$ cat src/rtl/subservient_pkg.sv
// Shared definitions for the subservient SRAM arbiter: state encoding and
// master indices used by the arbiter.
package subservient_pkg;

  typedef enum logic [1:0] {
    ST_IDLE = 2'd0,
    ST_CPU  = 2'd1,
    ST_DBG  = 2'd2,
    ST_LOCK = 2'd3
  } arb_state_t;

  localparam logic MST_CPU = 1'b0;
  localparam logic MST_DBG = 1'b1;

endpackage

$ cat src/rtl/subservient_ram_arb.sv
// Two-master (CPU, debug/loader) arbiter in front of a single byte-serial
// shared SRAM Wishbone slave, with round-robin ties and a debug lock mode.
module subservient_ram_arb
  import subservient_pkg::*;
#(
  parameter int aw = 8
) (
  input  logic          i_clk,
  input  logic          i_rst,
  input  logic [aw-3:0] i_cpu_adr,
  input  logic [31:0]   i_cpu_dat,
  input  logic [3:0]    i_cpu_sel,
  input  logic          i_cpu_we,
  input  logic          i_cpu_stb,
  output logic [31:0]   o_cpu_rdt,
  output logic          o_cpu_ack,
  input  logic [aw-3:0] i_dbg_adr,
  input  logic [31:0]   i_dbg_dat,
  input  logic [3:0]    i_dbg_sel,
  input  logic          i_dbg_we,
  input  logic          i_dbg_stb,
  output logic [31:0]   o_dbg_rdt,
  output logic          o_dbg_ack,
  input  logic          i_dbg_lock,
  output logic          o_dbg_locked,
  output logic [aw-3:0] o_wb_adr,
  output logic [31:0]   o_wb_dat,
  output logic [3:0]    o_wb_sel,
  output logic          o_wb_we,
  output logic          o_wb_stb,
  input  logic [31:0]   i_wb_rdt,
  input  logic          i_wb_ack
);

  arb_state_t state_r;
  logic       last_r;       // master granted most recently
  logic       abandon_r;    // granted master dropped stb during this transfer
  logic       from_lock_r;  // current debug grant was entered from LOCK
  logic       cpu_ack_s;
  logic       dbg_ack_s;

  // Arbitration state machine, round-robin pointer and per-transfer flags.
  always_ff @(posedge i_clk) begin
    if (i_rst) begin
      state_r     <= ST_IDLE;
      last_r      <= MST_CPU;
      abandon_r   <= 1'b0;
      from_lock_r <= 1'b0;
    end else begin
      case (state_r)
        ST_IDLE: begin
          abandon_r   <= 1'b0;
          from_lock_r <= 1'b0;
          if (i_cpu_stb && i_dbg_stb) begin
            if (last_r == MST_CPU) begin
              state_r <= ST_DBG;
              last_r  <= MST_DBG;
            end else begin
              state_r <= ST_CPU;
              last_r  <= MST_CPU;
            end
          end else if (i_cpu_stb) begin
            state_r <= ST_CPU;
            last_r  <= MST_CPU;
          end else if (i_dbg_stb) begin
            state_r <= ST_DBG;
            last_r  <= MST_DBG;
          end else begin
            state_r <= ST_IDLE;
          end
        end
        ST_CPU: begin
          if (i_wb_ack) begin
            state_r   <= ST_IDLE;
            abandon_r <= 1'b0;
          end else begin
            abandon_r <= abandon_r | ~i_cpu_stb;
          end
        end
        ST_DBG: begin
          if (i_wb_ack) begin
            state_r     <= i_dbg_lock ? ST_LOCK : ST_IDLE;
            abandon_r   <= 1'b0;
            from_lock_r <= 1'b0;
          end else begin
            abandon_r <= abandon_r | ~i_dbg_stb;
          end
        end
        ST_LOCK: begin
          abandon_r <= 1'b0;
          if (i_dbg_stb) begin
            state_r     <= ST_DBG;
            last_r      <= MST_DBG;
            from_lock_r <= 1'b1;
          end else if (!i_dbg_lock) begin
            state_r <= ST_IDLE;
          end else begin
            state_r <= ST_LOCK;
          end
        end
        default: begin
          state_r     <= ST_IDLE;
          abandon_r   <= 1'b0;
          from_lock_r <= 1'b0;
        end
      endcase
    end
  end

  // Grant mux towards the slave; the bus is quiet outside granted states.
  always_comb begin
    o_wb_adr = {(aw-2){1'b0}};
    o_wb_dat = 32'h0000_0000;
    o_wb_sel = 4'h0;
    o_wb_we  = 1'b0;
    o_wb_stb = 1'b0;
    case (state_r)
      ST_CPU: begin
        o_wb_adr = i_cpu_adr;
        o_wb_dat = i_cpu_dat;
        o_wb_sel = i_cpu_sel;
        o_wb_we  = i_cpu_we;
        o_wb_stb = 1'b1;
      end
      ST_DBG: begin
        o_wb_adr = i_dbg_adr;
        o_wb_dat = i_dbg_dat;
        o_wb_sel = i_dbg_sel;
        o_wb_we  = i_dbg_we;
        o_wb_stb = 1'b1;
      end
      default: begin
        o_wb_stb = 1'b0;
      end
    endcase
  end

  // Ack is routed only to a granted master that is still waiting for it.
  always_comb begin
    cpu_ack_s = ~i_rst & (state_r == ST_CPU) & i_wb_ack & i_cpu_stb & ~abandon_r;
    dbg_ack_s = ~i_rst & (state_r == ST_DBG) & i_wb_ack & i_dbg_stb & ~abandon_r;
    o_cpu_ack = cpu_ack_s;
    o_dbg_ack = dbg_ack_s;
    o_cpu_rdt = cpu_ack_s ? i_wb_rdt : 32'h0000_0000;
    o_dbg_rdt = dbg_ack_s ? i_wb_rdt : 32'h0000_0000;
    o_dbg_locked = ~i_rst & ((state_r == ST_LOCK) ||
                             ((state_r == ST_DBG) && from_lock_r));
  end

endmodule

$ cat config.mk
export PLATFORM = sky130hd
export DESIGN_NAME = subservient_ram_arb
export DESIGN_NICKNAME = d
export VERILOG_FILES = /design/src/rtl/subservient_pkg.sv /design/src/rtl/subservient_ram_arb.sv
export SDC_FILE = /design/constraint.sdc
export NUM_CORES = 1
export LEC_CHECK = 0
export CORE_AREA = 2 2 90 92
export CTS_CLUSTER_SIZE = 8
export DETAILED_ROUTE_END_ITERATION = 10
export DIE_AREA = 0 0 92 94
export DONT_BUFFER_PORTS = 1
export PLACE_DENSITY = 0.4
export SYNTH_ARGS = -nofsm -noshare
export SYNTH_HDL_FRONTEND = slang
export SYNTH_SLANG_ARGS = --single-unit
$ cat constraint.sdc
create_clock -name i_clk -period 2 [get_ports i_clk]
set_input_delay 0.1 -clock i_clk [delete_from_list [all_inputs] [get_ports i_clk]]
set_output_delay 0.1 -clock i_clk [all_outputs]
set_load 0.02 [all_outputs]
==> results by group <==
Outcome
  – Status: finished clean

Synth
  – Post-synthesis mux area share: 0.0143
  – Synth cell types: 28
  – Synth Area in Adders: 0.0447
  – Gate Count Post-Synth: 213
  – Ys async rst share: 0
  – YS warnings: 0
  – Simple-gate share of the synthesized area: 0.478
  – Top cell type's share of synthesized area: 0.286
  – Top cells by area, synth: and2_1 (29%), a22oi_1 (23%), nor2_1 (13%)
  – Cell area after synthesis: 1400 sq um
  – Syn Area/Cell: 6.57 sq um
  – Most common cell in the netlist: and2_1
  – Post-synth EDFFs: 0
  – Post-Synth XOR/XNOR Area: 0
  – Largest family of logic cells by synthesized area: simple AND/OR/NAND/NOR gates
  – Synth area leader: and2_1
  – Synth cell count leaders: and2_1 (64), nor2_1 (49), a22oi_1 (43)
  – Post-Syn Nets: 342
  – Post-synthesis compound-gate area fraction: 0.281
  – Dominant synthesized flop cell: dfxtp_1
  – Sequential area share after synthesis: 0.0715
  – #FFs+latches synth: 5

Global route
  – Busiest grt layer: met2
  – GRT Residual Overflow: 0
  – First-pass GRT wire length: 8.29 mm
  – Vias in the first global route: 1515
  – GR Util met1: 0.156
  – Met3 Use GR: 0.0265
  – Met2 global-route usage: 0.219
  – Total track usage: 0.124
  – Initial antenna violation count: 0
  – Largest net degree at the start of global routing: 45

STA
  – Total negative slack: 0 ns
  – Clock skew: 0.000867 ns
  – Fmax: 553 MHz
  – Final setup margin: 0.190 ns
  – Period utilization: 0.905
  – Slew HR: 0.803
  – Finish-stage setup viols: 0
  – Tmin final: 1.81 ns
  – Slew @ Worst Pin: 0.296 ns
  – Unrepaired setup endpoints after global routing: false
  – Fin. max-slew vios: 0
  – Fin. Hold Viols: 0

Placed design
  – Final GP Congestion: 0.781
  – DP HPWL: 5.36 mm
  – Placed Instance Area: 1840 sq um
  – Port bufs: 0
  – Placement Setup Slack: 0.327 ns

Worst setup path
  – Data required, critical path: 1.90 ns
  – Critical path class: flip-flop to output port
  – Critical path peak fanout: 33
  – Worst Path Arrival: 1.71 ns
  – Worst Setup End Kind: output port
  – CP bufs+invs: 2
  – Crit path max-delay family: simple AND/OR/NAND/NOR gates
  – CP max-delay cell: and3_4
  – Worst setup SP type: flip-flop
  – Slowest stage delay, CP: 0.38 ns
  – CP Cell Sequence: inv_1, ha_2, and3_4, and2_1, buf_12

Drt
  – Final WL: 6.44 mm
  – DR pass1 iterations: 4
  – Remaining DRCs: 0
  – Detailed-route vias per instance: 4.92
  – Wirelength per Cell: 18.1 um
  – Iter 0 DRT Violations: 80
  – Antenna viol nets, final: 0
  – DR vias: 1753

Clock tree
  – CTS tree: yes
  – CTS Buffer Depth: 2
  – Clock root cell: clkbuf_8
  – Latest clock arrival within the worst-skew pair: 0.22 ns
  – Reg clk slew, reported paths: 0.03 ns
  – Clk sinks: 5
  – Setup Buffers After CTS: 0
  – CTS Buf Count: 3
  – H-tree depth: 1

Power and ir drop
  – Pwr per Cell Area: 712 nW/um^2
  – P_leak: 0.783 nW
  – Pwr Total: 1.36 mW
  – VDD IR max: 256 uV

Final layout
  – Nets: 384
  – Area grow syn2layout: 36.4%
  – Core Util, Final: 0.251
  – Ant diodes: 0
  – Final Cell Area: 1910 sq um
  – Layout cells sized above 1: 0.248

Hold path
  – Worst hold path class: input port to flip-flop

Floorplanning
  – Full die area: 8650 sq um
  – Core ar.: 7610 sq um
  – Std cell rows: 32
  – Die span in x: 92 um
  – Initial Util: 0.184
  – IO Count: 235
  – Die Span Y: 94 um

Run
  – Max-cap violations: 0
cells by family (layout without fill, tap and decap cells):
kind of cell | Yosys count | count (layout)
buf+inv | 24 | 65
flops | 5 | 5
simple gates | 124 | 124
mux | 2 | 2
compound gates | 53 | 53
fa+ha+maj | 5 | 5
power by group:
group          internal, mW  total, mW  switching (mW)
clock network         0.137      0.187          0.0499
registers             0.116      0.134          0.0175
logic                 0.380       1.04           0.660
total                 0.633       1.36           0.727
worst paths after layout:
path / end / startpoint / depth (start not counted) / slack (ns)
max: o_dbg_rdt[26] / state_r[0]$_SDFFE_PP0P_ / 5 / 0.19
min: state_r[1]$_SDFFE_PP0P_ / i_dbg_stb / 2 / 0.09
max reg2reg: state_r[0]$_SDFFE_PP0P_ / state_r[0]$_SDFFE_PP0P_ / 6 / 0.42
min reg2reg: abandon_r$_SDFF_PP0_ / abandon_r$_SDFF_PP0_ / 2 / 0.51
state kept, by name (all words and copies together) (netlist names):
register / flops
from_lock_r: 1
state_r: 2
last_r: 1
abandon_r: 1
timing repair:
action / 4_1_cts / 5_1_grt
hold buffers: 2 / 0
endpoints found under the hold margin: 5 / 0
endpoints found under the setup margin: 0 / 16
resized for setup: 0 / 1
stage by stage:
step                      std cells  hold WS, ns
after CTS                       356       0.0847
after global routing            356        0.105
after detailed placement        350        0.179
after floorplan                 213        0.172
final                           356       0.0894
after global placement          350        0.179
layer usage:
| layer | wire (um) | vias up |
|---|---|---|
| met4 | 39 | 0 |
| met3 | 564 | 4 |
| met5 | 0 | - |
| li1 | - | 816 |
| met2 | 3300 | 128 |
| met1 | 2530 | 805 |
layout make-up:
type / count / area, sq um
Multi-Input combinational cell: 184 / 1150
Inverter: 4 / 15.0
Timing Repair Buffer: 57 / 474
Fill cell: 860 / 5700
Tap cell: 102 / 128
Clock buffer: 4 / 45.0
Sequential cell: 5 / 100
placed cells by master, fill, tap and decap left out:
cell type,n
nor4bb_1,1
inv_1,3
clkbuf_8,3
nand2b_1,1
a22oi_1,43
o21bai_2,1
buf_12,3
dfxtp_1,5
buf_4,51
ha_1,4
and2_1,64
ha_2,1
a31oi_1,1
nand3_1,1
nor3_1,2
clkinv_1,1
and3_4,2
a21oi_1,2
clkbuf_1,1
o211ai_1,2
nor4_1,1
buf_6,1
a311oi_1,2
dlygate4sd3_1,2
nor2_1,49
mux2i_1,2
o21ai_1,2
nor3b_2,1
nor2b_1,2
Note: power is estimated with default switching activity, not from simulation.
